`src/rtl/gf2m_pkg.sv`:
```
// Shared field parameters, types and window helper for the GF(2^M) trinomial reducer.
package gf2m_pkg;

  localparam int unsigned M      = 49;
  localparam int unsigned K      = 9;
  localparam int unsigned FOLD   = 8;
  localparam int unsigned PROD_W = 2 * M - 1;
  localparam int unsigned ITER   = (M - 1 + FOLD - 1) / FOLD;
  localparam int unsigned CNT_W  = (ITER > 1) ? $clog2(ITER) : 1;

  typedef logic [PROD_W-1:0] prod_t;
  typedef logic [M-1:0]      elem_t;
  typedef logic [CNT_W-1:0]  cnt_t;

  typedef enum logic [1:0] {IDLE, REDUCE, DONE} state_t;

  // Bit mask selecting fold window j: acc[hi_j : lo_j], lo_j clamped at M.
  function automatic prod_t win_mask(input cnt_t j);
    int unsigned hi;
    int unsigned lo;
    hi = PROD_W - 1 - 32'(j) * FOLD;
    lo = (hi >= M + FOLD - 1) ? hi - FOLD + 1 : M;
    return ({PROD_W{1'b1}} << lo) & ({PROD_W{1'b1}} >> (PROD_W - 1 - hi));
  endfunction

endpackage

```
`src/rtl/gf2m_fold_step.sv`:
```
// Combinational fold of one high-order window of the accumulator modulo x^M + x^K + 1.
module gf2m_fold_step
  import gf2m_pkg::*;
(
  input  prod_t i_acc,
  input  cnt_t  i_j,
  output prod_t o_acc_c
);

  prod_t w_win;

  // Each window bit x^i is replaced by x^(i-M) + x^(i-M+K); targets sit below the window.
  always_comb begin
    w_win   = i_acc & win_mask(i_j);
    o_acc_c = i_acc ^ w_win ^ (w_win >> M) ^ (w_win >> (M - K));
  end

endmodule

```
`src/rtl/gf2m_reduce_seq.sv`:
```
// Iterative GF(2^M) reducer: folds FOLD product bits per cycle behind a valid/ready handshake.
// Optional GF_REDUCE_EARLY_EXIT_EN: finish as soon as no bits at or above x^M remain.
module gf2m_reduce_seq
  import gf2m_pkg::*;
(
  input  logic  clk,
  input  logic  rst,
  input  logic  in_valid,
  output logic  in_ready,
  input  prod_t in_prod,
  output logic  out_valid,
  input  logic  out_ready,
  output elem_t out_elem,
  output logic  busy
);

  state_t r_state;
  state_t w_state_nxt;
  prod_t  r_acc;
  prod_t  w_acc_nxt;
  prod_t  w_acc_fold;
  cnt_t   r_cnt;
  cnt_t   w_cnt_nxt;
  logic   r_in_ready;
  logic   r_out_valid;
  logic   r_busy;
  elem_t  r_out_elem;
`ifdef GF_REDUCE_EARLY_EXIT_EN
  logic   w_hi_zero;

  assign w_hi_zero = (r_acc[PROD_W-1:M] == '0);
`endif

  gf2m_fold_step u_fold (
    .i_acc   (r_acc),
    .i_j     (r_cnt),
    .o_acc_c (w_acc_fold)
  );

  always_comb begin
    w_state_nxt = r_state;
    w_acc_nxt   = r_acc;
    w_cnt_nxt   = r_cnt;
    case (r_state)
      IDLE: begin
        if (in_valid && r_in_ready) begin
          w_acc_nxt   = in_prod;
          w_cnt_nxt   = '0;
          w_state_nxt = REDUCE;
        end
      end
      REDUCE: begin
`ifdef GF_REDUCE_EARLY_EXIT_EN
        if (w_hi_zero) begin
          w_state_nxt = DONE;
        end else begin
          w_acc_nxt = w_acc_fold;
          if (r_cnt == CNT_W'(ITER - 1)) w_state_nxt = DONE;
          else                           w_cnt_nxt   = cnt_t'(r_cnt + 1'b1);
        end
`else
        w_acc_nxt = w_acc_fold;
        if (r_cnt == CNT_W'(ITER - 1)) w_state_nxt = DONE;
        else                           w_cnt_nxt   = cnt_t'(r_cnt + 1'b1);
`endif
      end
      DONE: begin
        if (out_ready) w_state_nxt = IDLE;
      end
      default: w_state_nxt = IDLE;
    endcase
  end

  // Handshake flags are registered from the next state so they track r_state exactly.
  always_ff @(posedge clk) begin
    if (rst) begin
      r_state     <= IDLE;
      r_acc       <= '0;
      r_cnt       <= '0;
      r_in_ready  <= 1'b1;
      r_out_valid <= 1'b0;
      r_busy      <= 1'b0;
      r_out_elem  <= '0;
    end else begin
      r_state     <= w_state_nxt;
      r_acc       <= w_acc_nxt;
      r_cnt       <= w_cnt_nxt;
      r_in_ready  <= (w_state_nxt == IDLE);
      r_out_valid <= (w_state_nxt == DONE);
      r_busy      <= (w_state_nxt != IDLE);
      if (r_state != DONE && w_state_nxt == DONE) r_out_elem <= w_acc_nxt[M-1:0];
    end
  end

  assign in_ready  = r_in_ready;
  assign out_valid = r_out_valid;
  assign busy      = r_busy;
  assign out_elem  = r_out_elem;

endmodule
```
`config.mk`:
```
export PLATFORM = sky130hd
export DESIGN_NAME = gf2m_reduce_seq
export DESIGN_NICKNAME = d
export VERILOG_FILES = /design/src/rtl/gf2m_pkg.sv /design/src/rtl/gf2m_fold_step.sv /design/src/rtl/gf2m_reduce_seq.sv
export SDC_FILE = /design/constraint.sdc
export NUM_CORES = 1
export LEC_CHECK = 0
export CAP_MARGIN = 20
export CORE_UTILIZATION = 26
export CTS_CLUSTER_DIAMETER = 120
export CTS_CLUSTER_SIZE = 24
export DETAILED_ROUTE_END_ITERATION = 6
export DONT_BUFFER_PORTS = 1
export PLACE_DENSITY = 0.38
export SYNTH_ARGS = -nofsm -noshare
export SYNTH_HDL_FRONTEND = slang
export SYNTH_SLANG_ARGS = --single-unit
```
`constraint.sdc`:
```
create_clock -name clk -period 3.6 [get_ports clk]
set_clock_uncertainty 0.1 [all_clocks]
set_input_delay 0.72 -clock clk [delete_from_list [all_inputs] [get_ports clk]]
set_output_delay 0.72 -clock clk [all_outputs]
set_load 0.005 [all_outputs]
```
==> summary.md <==
| Metric | Value |
|---|---|
| Drt total wl | 26900 um |
| Core ar. | 0.0286 mm^2 |
| Startpoint Class | register |
| Worst-path maximum fanout | 14 |
| Psw | 1.26 mW |
| WP depth | 12 |
| Largest cells by area after synthesis | dfxtp_1 (41%), nand2_1 (8.1%), xnor2_1 (7.7%) |
| Unrepaired setup endpoints after global routing | no |
| HP Start | rst |
| Post-synth net total | 999 |
| Post-synth ARST share | 0 |
| Initial Util | 0.264 |
| Critical path's largest stage delay | 450 ps |
| Worst vdd ir | 0.000335 V |
| Cell Rows | 62 |
| Slew Limit Headroom | 0.432 |
| Syn avg cell area | 8.46 um^2 |
| CP max stage cell | dfxtp_1 |
| Share of cells above drive strength 1 | 0.0928 |
| Hold buffer count at cts | 0 |
| Outcome | complete, no violations |
| Vias per cell | 4.93 |
| Clock power share | 0.408 |
| Synth Instances | 893 |
| Root Driver | clkbuf_16 |
| Post-synthesis instance area | 0.00755 mm^2 |
| Largest net degree at the start of global routing | 143 |
| Crit path DAT | 3500 ps |
| Critical Path, Cell by Cell | inv_1 > ha_1 > nor2_1 > nor2_1 > ha_1 > buf_4 > inv_1 > a31oi_4 > o21a_1 > nand2_1 > xnor2_1 > o22ai_1 |
| Synthesized flop and latch total | 154 |
| Post-CTS Setup Repair Bufs | 0 |
| Switch share | 0.301 |
| Combinational Power Share | 0.147 |
| Inst Count DP | 1236 |
| CTS Sinks | 154 |
| CTS clk-pin slew, worst paths | 70 ps |
| Post-Layout Cell Count | 1270 |
| Leakage | 2.89 nW |
| Vias in the first global route | 5976 |
| Critical path class | reg -> reg |
| Max-cap violations | 0 |
| PortBufs | 0 |
| Post-route ant nets | 0 |
| Global route total overflow | 0 |
| Hold Path Depth | 1 |
| # DRC | 0 |
| Clock Path Buffers | 2 |
| H-tree Lvls | 4 |
| Chip width | 172 um |
| Fin. Hold Viols | 0 |
| Drt first pass iters | 4 |
| HPWL after DPL | 19200 um |
| Routed len/inst | 21.2 um |
| Final #Nets | 977 |
| Post-synth top cells | nand2_1 (163), dfxtp_1 (154), nor2_1 (80) |
| Initial antenna violation count | 1 |
| Worst Setup End Kind | register |
| Total track usage | 0.184 |
| CTS tree | built |
| Crit path required time | 3800 ps |
| Reg2reg path depth | 12 |
| Final Wtd Congestion | 0.823 |
| Die H | 172 um |
| Register area share after synthesis | 0.408 |
| RR Startpoint | r_cnt[1] |
| Register Area | 0.00308 mm^2 |
| # setup viols final | 0 |
| First-pass GRT wire length | 39600 um |
| Count of warnings emitted by yosys | 0 |
| Worst path top cell family by delay | compound AO/OA/AOI/OAI gates |
| Max Fclk | 0.303 GHz |
| DR vias | 6265 |
| Post-cts gate resize count | 0 |
| Worst-skew pair later-pin latency | 440 ps |
| Hold WC Path Type | in -> reg |
| Int Pwr | 2.92 mW |
| Synth area leader | dfxtp_1 |
| Synth Flop Type | dfxtp_1 |
| Number of placed I/O pins | 153 |
| Synth-to-layout area growth | 12.8% |
| Top-count cell post-synth | nand2_1 |
| Number of flops mapped to enable cells by yosys | 0 |
| CTS buffer count | 17 |
| CP bufs+invs | 3 |
| Tcrit/Tclk final | 0.918 |
| Netlist cell types | 55 |
| Power per cell area | 491 mW/mm^2 |
| Synth top area share | 0.408 |
| Worst-Margin Slew | 847 ps |
| Final Max Slew Viols | 0 |
| Multi-input gate area | 0.00415 mm^2 |
| Full die area | 0.0297 mm^2 |
| Fillers | 3068 |
| Setup TNS | 0 ps |
| Crit path time final | 3300 ps |
| CP Launch Point | r_cnt[1] |
| Part of the power in registers | 0.445 |
| Initial DRC count | 495 |
## worst paths after layout
| path | end | slack (ps) |
|---|---|---|
| worst min-delay path | out_elem[21] | 250 |
| worst max-delay path | r_acc[5] | 300 |
| worst min register to register | out_elem[21] | 370 |
| worst max register to register | r_acc[5] | 300 |
## sequential cells by signal (all words and copies together) (netlist names)
register and count:
r_acc 97, out_elem 49, r_cnt 3, r_state 2
busy 1, in_ready 1, out_valid 1
## area by class of cell
cell class              count  share of cell area
diodes                      2            0.000587
clock buffers              17              0.0499
clock inverters            15              0.0137
inverters                  14             0.00617
multi-input cells         657               0.488
flip-flops and latches    154               0.362
well taps                 384              0.0564
repair buffers             27              0.0238
## worst reg2reg max path: stages, from the launching register on
cell	delay, ps
dfxtp_1	450
inv_1	120
ha_1	310
nor2_1	210
nor2_1	80
ha_1	300
buf_4	190
inv_1	100
a31oi_4	310
o21a_1	370
nand2_1	140
xnor2_1	340
o22ai_1	140
## cells by family (layout without fill, tap and decap cells)
group	Yosys count	in the layout	synth area share
AND/OR/NAND/NOR	325	325	0.198
AO/OA/AOI/OAI	243	243	0.216
buffers and inverters	82	73	0.0434
flip-flops	154	154	0.408
XOR/XNOR	84	84	0.126
other	0	2	0
adder cells (fa/ha/maj)	5	5	0.00828
## metrics by stage
stage | setup slack (ps) | utilization | total power [mW] | hold WS (ps) | instance area (um^2)
2_1_floorplan | 227 | - | 2.34 | 337 | 7550
3_3_place_gp | 411 | 0.279 | 2.52 | 357 | 7970
3_5_place_dp | 366 | 0.279 | 2.52 | 360 | 7970
4_1_cts | 331 | 0.297 | 4.24 | 229 | 8510
5_1_grt | 109 | 0.297 | 4.38 | 236 | 8510
6_report | 297 | 0.298 | 4.18 | 251 | 8520
## power groups by stage
stage	registers, mW	clock network, mW	logic (mW)
floorplan	1.87	0	0.475
global placement	1.90	0	0.618
detailed placement	1.90	0	0.619
CTS	1.86	1.76	0.621
global route	1.87	1.83	0.676
finish	1.86	1.71	0.615
## per-layer routing
layer,GRT usage,share of wire
met1,0.243,0.46
met2,0.288,0.46
met3,0.0536,0.067
met4,0.0523,0.016
met5,0,0
## placed cells by master (no fill, tap or decap), drive strengths merged, types with 3 or more instances in the layout
master   synthesis  routed
nand3           17      17
nand2b           5       5
a22oi           74      74
nand3b          27      27
or2              7       7
ha               5       5
o21a             4       4
nand2          164     164
inv             14      20
clkbuf          58      17
nor2            80      80
dfxtp          154     154
clkinv           0       7
o22ai           28      28
or3              3       3
nor3            10      10
nor4b            4       4
xnor3           14      14
o2111ai          7       7
o21ai           53      53
buf             10      27
a21boi           8       8
a2111oi          8       8
xnor2           67      67
a311o            7       7
a21oi           43      43
No activity file was read; power rests on OpenSTA's default activity.
